File: config.mk
export PLATFORM = sky130hd
export DESIGN_NAME = jump_sequencer
export DESIGN_NICKNAME = d
export VERILOG_FILES = /design/src/rtl/jump_sequencer.sv
export SDC_FILE = /design/constraint.sdc
export NUM_CORES = 1
export LEC_CHECK = 0
export CORE_ASPECT_RATIO = 0.9
export CORE_MARGIN = 3
export CORE_UTILIZATION = 55
export CTS_CLUSTER_DIAMETER = 80
export DETAILED_ROUTE_END_ITERATION = 10
export GPL_TIMING_DRIVEN = 0
export PLACE_DENSITY_LB_ADDON = 0.2
export SETUP_SLACK_MARGIN = 0.4
export SLEW_MARGIN = 15
export SYNTH_ARGS = -nofsm -noshare
export SYNTH_HDL_FRONTEND = slang
export SYNTH_SLANG_ARGS = --single-unit
File: constraint.sdc
create_clock -name clk -period 4.39 [get_ports clk]
set_clock_uncertainty 0.15 [all_clocks]
set_input_delay 0.878 -clock clk [delete_from_list [all_inputs] [get_ports clk]]
set_output_delay 0.878 -clock clk [all_outputs]
set_load 0.02 [all_outputs]
File: src/rtl/jump_sequencer.sv
// ---------------------------------------------------------------------------
// jump_sequencer
//
// Purpose:
//   Frame-tick-driven controller for the player's vertical jump. A press edge
//   on the synchronized jump button launches a rise/apex/fall/cooldown height
//   profile. The profile advances only on live ticks (tick while not paused).
//
// Optional feature macro: JUMP_BUFFER_EN
//   When defined, a press edge during FALL or CDOWN is buffered. It then
//   launches the next jump on the first live tick back in IDLE.
//   When undefined, presses are only accepted in IDLE.
//
// Parameters:
//   STEP       height change per live tick in RISE/FALL (1..MAX_HEIGHT)
//   MAX_HEIGHT apex height in pixels (<= 1023)
//   APEX_HOLD  live ticks spent in APEX (>= 1)
//   COOLDOWN   live ticks after landing before IDLE (0 = straight to IDLE)
//
// Ports:
//   clk      in   system clock
//   reset    in   synchronous, active-low reset
//   tick     in   one-cycle frame strobe
//   pause    in   freezes state while high (edge detection keeps running)
//   jump     in   synchronized jump button level
//   height   out  [9:0] current vertical offset (registered)
//   airborne out  high in RISE, APEX and FALL (registered)
//   busy     out  high in any state other than IDLE (registered)
//   land     out  one-cycle pulse on the cycle after the landing tick
// ---------------------------------------------------------------------------
module jump_sequencer #(
    parameter int STEP       = 10,
    parameter int MAX_HEIGHT = 100,
    parameter int APEX_HOLD  = 2,
    parameter int COOLDOWN   = 4
) (
    input  logic       clk,
    input  logic       reset,
    input  logic       tick,
    input  logic       pause,
    input  logic       jump,
    output logic [9:0] height,
    output logic       airborne,
    output logic       busy,
    output logic       land
);

    typedef enum logic [2:0] {
        S_IDLE  = 3'd0,
        S_RISE  = 3'd1,
        S_APEX  = 3'd2,
        S_FALL  = 3'd3,
        S_CDOWN = 3'd4
    } state_t;

    localparam logic [10:0] STEP_W11   = 11'(STEP);
    localparam logic [10:0] MAX_W11    = 11'(MAX_HEIGHT);
    localparam logic [9:0]  STEP_W10   = 10'(STEP);
    localparam logic [9:0]  MAX_W10    = 10'(MAX_HEIGHT);
    localparam logic [15:0] APEX_LAST  = 16'(APEX_HOLD - 1);
    // Only meaningful when COOLDOWN > 0; the guard keeps the cast non-negative.
    localparam logic [15:0] CDOWN_LAST = 16'((COOLDOWN > 0) ? (COOLDOWN - 1) : 0);

    state_t      r_state;
    logic [9:0]  r_height;
    logic [15:0] r_cnt;
    logic        r_pend;
    logic        r_jump_q;
    logic        r_airborne;
    logic        r_busy;
    logic        r_land;

    logic        w_press;
    logic        w_live;
    logic [10:0] w_rise_sum;
    logic        w_fall_done;

    // Press edge, live tick and the 11-bit rise/fall boundary tests.
    assign w_press     = jump & ~r_jump_q;
    assign w_live      = tick & ~pause;
    assign w_rise_sum  = {1'b0, r_height} + STEP_W11;
    assign w_fall_done = ({1'b0, r_height} <= STEP_W11);

    assign height   = r_height;
    assign airborne = r_airborne;
    assign busy     = r_busy;
    assign land     = r_land;

    // Jump FSM: state, height, counters, request flag and registered outputs.
    // airborne/busy are updated on the transitions that change them so they
    // always describe the state being entered.
    always_ff @(posedge clk) begin
        if (!reset) begin
            r_state    <= S_IDLE;
            r_height   <= 10'd0;
            r_cnt      <= 16'd0;
            r_pend     <= 1'b0;
            // Resetting to 1 means a button held through reset must be
            // released and pressed again before it can launch.
            r_jump_q   <= 1'b1;
            r_airborne <= 1'b0;
            r_busy     <= 1'b0;
            r_land     <= 1'b0;
        end else begin
            r_jump_q <= jump;
            r_land   <= 1'b0;
            case (r_state)
                S_IDLE: begin
                    if (w_live && (r_pend || w_press)) begin
                        r_state    <= S_RISE;
                        r_height   <= STEP_W10;
                        r_pend     <= 1'b0;
                        r_airborne <= 1'b1;
                        r_busy     <= 1'b1;
                    end else if (w_press) begin
                        r_pend <= 1'b1;
                    end else begin
                        r_height <= 10'd0;
                    end
                end
                S_RISE: begin
                    if (w_live) begin
                        if (w_rise_sum >= MAX_W11) begin
                            r_height <= MAX_W10;
                            r_cnt    <= 16'd0;
                            r_state  <= S_APEX;
                        end else begin
                            r_height <= w_rise_sum[9:0];
                        end
                    end else begin
                        r_height <= r_height;
                    end
                end
                S_APEX: begin
                    if (w_live) begin
                        if (r_cnt == APEX_LAST) begin
                            r_state <= S_FALL;
                        end else begin
                            r_cnt <= r_cnt + 16'd1;
                        end
                    end else begin
                        r_cnt <= r_cnt;
                    end
                end
                S_FALL: begin
                    if (w_live) begin
                        if (w_fall_done) begin
                            r_height   <= 10'd0;
                            r_land     <= 1'b1;
                            r_cnt      <= 16'd0;
                            r_airborne <= 1'b0;
                            if (COOLDOWN == 0) begin
                                r_state <= S_IDLE;
                                r_busy  <= 1'b0;
                            end else begin
                                r_state <= S_CDOWN;
                            end
                        end else begin
                            r_height <= r_height - STEP_W10;
                        end
                    end else begin
                        r_height <= r_height;
                    end
`ifdef JUMP_BUFFER_EN
                    if (w_press) begin
                        r_pend <= 1'b1;
                    end else begin
                        r_pend <= r_pend;
                    end
`endif
                end
                S_CDOWN: begin
                    if (w_live) begin
                        if (r_cnt == CDOWN_LAST) begin
                            r_state <= S_IDLE;
                            r_busy  <= 1'b0;
                        end else begin
                            r_cnt <= r_cnt + 16'd1;
                        end
                    end else begin
                        r_cnt <= r_cnt;
                    end
`ifdef JUMP_BUFFER_EN
                    if (w_press) begin
                        r_pend <= 1'b1;
                    end else begin
                        r_pend <= r_pend;
                    end
`endif
                end
                default: begin
                    // Unreachable encoding: fall back to a clean IDLE.
                    r_state    <= S_IDLE;
                    r_height   <= 10'd0;
                    r_cnt      <= 16'd0;
                    r_pend     <= 1'b0;
                    r_airborne <= 1'b0;
                    r_busy     <= 1'b0;
                end
            endcase
        end
    end

endmodule
==> results.cfg, run 1 <==
[sta]
period_needed_ns = 2.89
setup_viol = 0
rsz0062_at_grt = no
max-slew-margin-rel = 0.504
fin_crit_sh = 0.658
fin_hold_ws_ns = 0.317
clock.fmax_mhz = 346
final-hold-violation-count = 0
worst_pin_slew_ns = 0.738
drv_slew = 0
tns_ns = 0

[power]
power_switching_uw = 145
p_leak_nw = 0.957
clkPwrFrac = 0.429
p_int_uw = 459
p_seq_frac = 0.502
max-vdd-ir-drop_mv = 0.129
switching_share = 0.241
finalPower_uw = 604
p_comb_frac = 0.069
p_per_area_nw_per_um2 = 230

[worst_setup_path]
start_kind = input pin
crit_slowest_cell = o21ai_1
crit_type = in2reg
cp_max_fo = 8
crit_buf_inv = 2
rr_startpoint = height[2]
worstReg2RegEnd = r_cnt[12]
endpoint = height[5]
cp_slowest_stage_delay_ns = 0.56
critPathArrivalTime_ns = 2.96
required_ns = 4.46
startpoint = pause
end_kind = register
path_cells = clkdlybuf4s50_1, nand2b_1, clkbuf_1, o21ai_0, o21ai_1, a21oi_1, o21ai_0, a32o_1
path_depth = 8
worst-r2r-setup-slack_ns = 1.74
crit_family = compound AO/OA/AOI/OAI gates
critPathMostFrequentCell = o21ai_0
ff2ff_path_depth = 9

[finish]
nets = 339
num_antenna_cells = 0
mostFrequentLayoutCells = dfxtp_1, nand2_1, nor2_1
syn_to_final_growth_pct = 13.3
post-route-util = 0.676
drive_above_1_share = 0.106
layout_commonest_cell = dfxtp_1
design_area_um2 = 2630
n_fill_cell = 356

[clock_network]
root_buffer = clkbuf_8
cts_buffers = 5
cts.clk_slew.worst_paths_ns = 0.07
cts_sinks = 33
htreeDepth = 2
cts-resized-gates = 0
clock_latency_ns = 0.29
cts_hold_buf = 0
cts_max_path_buffers = 2
cts_tree = built
postCtsSetupBuffers = 0

[synthesis]
netlist_instances = 307
ys_types = 59
synth_area_um2 = 2320
synth_top_area_share = 0.285
synth-seq-cells = 33
async_flop_share = 0
syn_avg_cell_area_um2 = 7.55
synth_fp_nets = 317
seq_area_frac_synth = 0.285
synth-edff-count = 0
ys_warn_count = 0
synth_top_flop_cell = dfxtp_1
yosys.area.top_type = dfxtp_1
yosys-top-cells-area = dfxtp_1, a21oi_1, nand2_1

[global_routing]
grt_pass1_wl_um = 10500
grt.total_usage = 0.270
antenna_found_initial = 0
grt.overflow.total = 0
grt_max_degree = 12
grt_pass1_vias = 2097

[route]
ant_nets = 0
first_iter_violations = 240
drcViolationCount = 0
drt_first_pass_iters = 5
wirelength_um = 6170
avgRoutedWirePerCell_um = 16.4
viasPerCell = 6.45
vias = 2424

[floorplanning]
row_count = 21
core_um2 = 3890
die_h_um = 67.6
io_pins = 18
initial_utilization = 0.596
die_area_um2 = 5030
die_w_um = 74.4

[place]
io_buffer_count = 15
routabilityCongestion = 0.933
dp_hpwl_um = 4420
placed_cell_area_um2 = 2530

[hold_path]
min-delay-start = busy
min_path_type = reg2reg

[run]
maxCapViolCount = 0

[status]
outcome = completed
==> flip-flops by register name, summed over array words and instances (netlist names) <==
| name | count |
|---|---|
| busy | 1 |
| airborne | 1 |
| r_cnt | 16 |
| height | 9 |
| r_jump_q | 1 |
| r_state | 3 |
| land | 1 |
| r_pend | 1 |
==> how the worst min path moves through the flow <==
stage	depth (start not counted)	end	slack, ns
global route	2	airborne	0.35
finish	2	busy	0.32
global placement	2	busy	0.29
floorplan	1	r_cnt[15]	0.29
detailed placement	2	busy	0.31
CTS	2	busy	0.32
==> tightest hold or removal path, delay by kind of cell (launching register included) <==
kind / cells / cell delay (ns)
flops: 1 / 0.31
compound gates: 1 / 0.05
simple gates: 1 / 0.06
==> Yosys cell counts, types with 3 or more instances <==
| master | n |
|---|---|
| dfxtp_1 | 33 |
| a21oi_1 | 29 |
| nand4_1 | 8 |
| and3_1 | 9 |
| nand3_1 | 13 |
| nor4_1 | 5 |
| o22ai_1 | 3 |
| mux2i_1 | 8 |
| nand2_1 | 31 |
| nor3_1 | 7 |
| a31oi_1 | 6 |
| o21ai_1 | 7 |
| nor3_2 | 3 |
| inv_1 | 12 |
| ha_1 | 5 |
| o41ai_1 | 3 |
| nor2_1 | 30 |
| buf_4 | 3 |
| o21ai_0 | 21 |
| nor2b_1 | 5 |
| and2_1 | 4 |
| clkbuf_1 | 6 |
| buf_2 | 5 |
==> cell families (layout without fill, tap and decap cells) <==
kind of cell             count (synthesis)  in the layout  synth area share
multiplexers                             8              8            0.0345
flip-flops                              33             33             0.285
AO/OA/AOI/OAI                           97             97             0.290
AND/OR/NAND/NOR                        129            129             0.288
other                                    1              1           0.00162
adder cells (fa/ha/maj)                  5              5            0.0270
XOR/XNOR                                 2              2           0.00756
buffers and inverters                   32             55            0.0664
==> layer usage <==
metal	global-route usage	routed length [µm]	vias up
met5	0	0	-
met4	0.0822	81	0
met3	0.0551	462	9
met2	0.387	2660	112
met1	0.400	2960	1131
li1	-	-	1172
==> per-stage QoR <==
| stage | worst slack [ns] | std cells |
|---|---|---|
| 5_1_grt | 1.34 | 376 |
| 2_1_floorplan | 2.00 | 307 |
| 6_report | 1.50 | 376 |
| 4_1_cts | 1.56 | 376 |
| 3_3_place_gp | 1.27 | 368 |
| 3_5_place_dp | 1.29 | 368 |
==> final cells by class <==
type | instances | area (µm²) | share of cell area
Timing Repair Buffer | 15 | 150 | 0.0571
Clock buffer | 7 | 96.3 | 0.0367
Sequential cell | 33 | 661 | 0.251
Buffer | 17 | 97.6 | 0.0371
Multi-Input combinational cell | 242 | 1500 | 0.572
Inverter | 15 | 56.3 | 0.0214
Tap cell | 46 | 57.6 | 0.0219
Clock inverter | 1 | 5.00 | 0.00190
==> power by group through the flow <==
stage	logic [mW]	clock network (mW)	registers, mW
floorplan	0.0265	0	0.311
global placement	0.0407	0	0.310
detailed placement	0.0409	0	0.310
CTS	0.0410	0.261	0.303
global route	0.0460	0.280	0.303
finish	0.0419	0.259	0.303
No activity file was read; power rests on OpenSTA's default activity.
==> run 2: changes to the inputs <==
==> constraint.sdc (replaced) <==
create_clock -name clk -period 2.9 [get_ports clk]
set_clock_uncertainty 0.15 [all_clocks]
set_input_delay 0.58 -clock clk [delete_from_list [all_inputs] [get_ports clk]]
set_output_delay 0.58 -clock clk [all_outputs]
set_load 0.02 [all_outputs]
==> results.cfg, run 2 (synthesis gave the netlist of run 1 again) <==
[finish]
mostFrequentLayoutCells = nand2_1, dfxtp_1, nor2_1
syn_to_final_growth_pct = 16.2
drive_above_1_share = 0.132
largest_register_ffs = 16
num_antenna_cells = 0
regMostFlops = r_cnt
design_area_um2 = 2700
nets = 342

[place]
placed_cell_area_um2 = 2530
io_buffer_count = 15
dp_hpwl_um = 4420
routabilityCongestion = 0.933

[sta]
drv_slew = 0
fin_crit_sh = 0.840
clock.fmax_mhz = 410
worst_pin_slew_ns = 0.763
period_needed_ns = 2.44
max-slew-margin-rel = 0.487
tns_ns = 0
setup_viol = 0
rsz0062_at_grt = no
final-hold-violation-count = 0

[clock_network]
cts_sinks = 33
clock_latency_ns = 0.29
htreeDepth = 2
cts.clk_slew.worst_paths_ns = 0.07
root_buffer = clkbuf_8
cts_hold_buf = 0
cts_buffers = 5
cts_tree = built
cts_max_path_buffers = 2

[worst_setup_path]
crit_type = in2reg
cp_max_fo = 9
required_ns = 2.97
path_cells = clkdlybuf4s50_1, nand2b_1, clkbuf_1, o21ai_0, o311a_2, nor3b_4, buf_12, nand4_1, mux2i_1
critPathArrivalTime_ns = 2.50
worst-r2r-setup-slack_ns = 0.50
end_kind = register
start_kind = input pin
rr_startpoint = height[1]
crit_slowest_cell = clkdlybuf4s50_1
cp_slowest_stage_delay_ns = 0.41
ff2ff_path_depth = 8
worstReg2RegEnd = r_cnt[12]

[hold_path]
min-delay-start = busy
min_delay_path_depth = 2
min_to = busy
min_path_type = reg2reg

[power]
p_leak_nw = 0.981
max-vdd-ir-drop_mv = 0.196
finalPower_uw = 915
p_per_area_nw_per_um2 = 340

[global_routing]
grt_max_degree = 12
antenna_found_initial = 0
grt.total_usage = 0.272
grt.overflow.total = 0
grt_pass1_vias = 2130
grt_pass1_wl_um = 10500

[floorplanning]
die_w_um = 74.4
io_pins = 18
die_area_um2 = 5030
die_h_um = 67.6
row_count = 21
initial_utilization = 0.596
core_um2 = 3890

[route]
vias = 2447
ant_nets = 0
drcViolationCount = 0
first_iter_violations = 217
wirelength_um = 6220
avgRoutedWirePerCell_um = 16.4
drt_first_pass_iters = 6
viasPerCell = 6.46

[run]
maxCapViolCount = 0

[status]
outcome = completed
[run 2: cell count changes in the layout (fill, tap and decap cells not counted), moves of 2 or more]
cell	change
dfxtp_4	+2
buf_4	+2
o21ai_2	+2
dfxtp_1	-2
[run 2: power breakdown]
part | switching, mW | internal [mW]
clock network | 0.178 | 0.215
logic | 0.0408 | 0.0245
registers | 0.00309 | 0.455
total | 0.222 | 0.694
[run 2: worst max-delay path by stage]
stage	slack, ns	from	end
after global placement	0.08	pause	height[7]
after global routing	0.40	height[1]	r_cnt[10]
final	0.46	pause	r_cnt[15]
after floorplan	0.51	height[2]	r_cnt[14]
after CTS	0.39	height[2]	r_cnt[12]
after detailed placement	0.1	pause	height[7]
[run 2: metrics by stage]
step / util / hold slack, ns / std cells / setup WS (ns)
after CTS: 0.677 / 0.320 / 376 / 0.388
after detailed placement: 0.650 / 0.310 / 368 / 0.0956
after global placement: 0.650 / 0.293 / 368 / 0.0786
after floorplan: - / 0.290 / 307 / 0.507
after global routing: 0.693 / 0.352 / 379 / 0.402
final: 0.693 / 0.317 / 379 / 0.464
[run 2: area by class of cell]
class                      count  area (µm²)
timing repair buffer          18         185
multi-input combinational    242        1530
clock inverter                 1        5.00
clock buffer                   7        96.3
inverter                      15        56.3
tap                           46        57.6
fill                         345        1190
buffer                        17        97.6
sequential                    33         668
[run 2: layer usage]
layer,GRT usage,vias to the layer above,share of wire
met1,0.396,1139,0.47
met3,0.0655,10,0.077
met5,0,-,0
li1,-,1180,-
met2,0.387,118,0.43
met4,0.0933,0,0.018
[run 2: worst max-delay path, delay by kind of cell]
family	cells	cell delay (ns)
buffers and inverters	3	0.74
and+or+nand+nor	3	0.48
AOI/OAI and AO/OA	2	0.54
muxes	1	0.15
[run 2: timing repair]
action	CTS	global route
buffers inserted	0	3
cloned	0	0
setup endpoints to repair	22	24
resized for setup	3	6
pin swaps	0	1
==> run 3: changes to the inputs <==
--- a/config.mk
+++ b/config.mk
@@ -7,7 +7,7 @@
 export LEC_CHECK = 0
 export CORE_ASPECT_RATIO = 0.9
 export CORE_MARGIN = 3
-export CORE_UTILIZATION = 55
+export CORE_UTILIZATION = 53
 export CTS_CLUSTER_DIAMETER = 80
 export DETAILED_ROUTE_END_ITERATION = 10
 export GPL_TIMING_DRIVEN = 0
==> constraint.sdc (replaced) <==
create_clock -name clk -period 2.2 [get_ports clk]
set_clock_uncertainty 0.15 [all_clocks]
set_input_delay 0.44 -clock clk [delete_from_list [all_inputs] [get_ports clk]]
set_output_delay 0.44 -clock clk [all_outputs]
set_load 0.02 [all_outputs]
==> results.cfg, run 3 (synthesis gave the netlist of run 1 again) <==
[worst_setup_path]
critPathArrivalTime_ns = 2.37
start_kind = register
path_cells = inv_4, ha_4, o21ba_4, o21ai_4, a221oi_4, o311ai_4, buf_6, a21oi_1, mux2i_1
required_ns = 2.22
crit_type = reg2reg
crit_buf_inv = 2
worstReg2RegEnd = r_cnt[7]
startpoint = height[2]
rr_startpoint = height[2]
cp_max_fo = 5
worst-r2r-setup-slack_ns = -0.15
ff2ff_path_depth = 9
crit_family = compound AO/OA/AOI/OAI gates
end_kind = register
cp_slowest_stage_delay_ns = 0.39
crit_slowest_cell = dfxtp_4

[route]
wirelength_um = 7690
wl_met2_um = 3520
avgRoutedWirePerCell_um = 18.4
vias = 2754
viasPerCell = 6.60
drt_first_pass_iters = 5
first_iter_violations = 477
wl_met3_um = 728
wl_met1_um = 3150
top_layer = met4
drcViolationCount = 0
ant_nets = 0

[place]
io_buffer_count = 15
routabilityCongestion = 0.897
dpl.cell_count = 382
dp_hpwl_um = 4340

[power]
finalPower_mw = 1.21
p_leak_nw = 1.26
p_per_area_nw_per_um2 = 372
max-vdd-ir-drop_mv = 0.305

[finish]
mostFrequentLayoutCells = nand2_1, nor2_1, a21oi_1
stdcell_count = 417
layout_commonest_cell = nand2_1
largest_register_ffs = 16
nets = 366
drive_above_1_share = 0.319
syn_to_final_growth_pct = 40.1
num_antenna_cells = 0
regMostFlops = r_cnt

[global_routing]
grt_max_degree = 11
grt_pass1_vias = 2408
grt.total_usage = 0.287
antenna_found_initial = 0
grt_pass1_wl_um = 11400
grt.overflow.total = 0

[clock_network]
cts_max_path_buffers = 2
htreeDepth = 2
cts_tree = built
root_buffer = clkbuf_8
cts.clk_slew.worst_paths_ns = 0.07
cts_buffers = 5
cts_sinks = 33
clock_latency_ns = 0.30

[floorplanning]
io_pins = 18
core_um2 = 4160
die_h_um = 68.7
row_count = 22
initial_utilization = 0.558
die_w_um = 75.7
die_area_um2 = 5210

[sta]
fin_crit_sh = 1.07
clock.fmax_mhz = 425
drv_slew = 0
setup_ws_ns = -0.151
worst_pin_slew_ns = 0.652
max-slew-margin-rel = 0.565
rsz0062_at_grt = yes
fin_hold_ws_ns = 0.314
final-hold-violation-count = 0
period_needed_ns = 2.35
setup_viol = 11

[status]
violations = negative setup slack
outcome = finished with violations

[run]
maxCapViolCount = 0

[hold_path]
min_path_type = reg2reg
min-delay-start = busy
min_to = busy
min_delay_path_depth = 2
[run 3: how the worst max path moves through the flow]
stage / endpoint / slack [ns] / cells past startpoint
2_1_floorplan: r_cnt[8] / 0.12 / 8
3_3_place_gp: height[7] / -0.40 / 7
3_5_place_dp: height[4] / -0.40 / 8
4_1_cts: r_cnt[0] / 0.00007 / 8
5_1_grt: r_cnt[7] / -0.22 / 8
6_report: r_cnt[7] / -0.15 / 9
[run 3: per-stage QoR]
step / worst slack, ns / util / setup TNS [ns] / cell area [µm²]
after floorplan: 0.124 / - / 0 / 2380
after global placement: -0.401 / 0.628 / -6.88 / 2610
after detailed placement: -0.399 / 0.628 / -7.51 / 2610
after CTS: 0.0000668 / 0.725 / 0 / 3010
after global routing: -0.219 / 0.781 / -1.74 / 3250
final: -0.151 / 0.781 / -0.360 / 3250
[run 3: report_power, final]
part	switching (mW)	internal (mW)
registers	0.00447	0.597
logic	0.0700	0.0443
clock network	0.237	0.255
[run 3: timing repair]
item | in CTS | in global routing
hold endpoints to repair | 0 | 0
setup buffers | 21 | 4
hold buffers | 0 | 0
pin swaps | 18 | 19
endpoints found under the setup margin | 40 | 32
gates resized for setup | 53 | 51
cloned | 0 | 2
[run 3: cell type report]
| class | instances | area (µm²) |
|---|---|---|
| Tap cell | 60 | 75.1 |
| Inverter | 15 | 58.8 |
| Fill cell | 278 | 908 |
| Clock buffer | 8 | 90.1 |
| Sequential cell | 33 | 686 |
| Buffer | 17 | 126 |
| Multi-Input combinational cell | 242 | 1840 |
| Timing Repair Buffer | 42 | 370 |
[run 3: tightest hold or removal path: stages (launching register included)]
cell	delay, ns
dfxtp_1	0.31
nand2_1	0.05
a21oi_1	0.05
[run 3: per-layer routing]
metal,track usage,vias up
li1,-,1226
met4,0.107,0
met3,0.0609,51
met1,0.399,1283
met2,0.436,194
met5,0,-
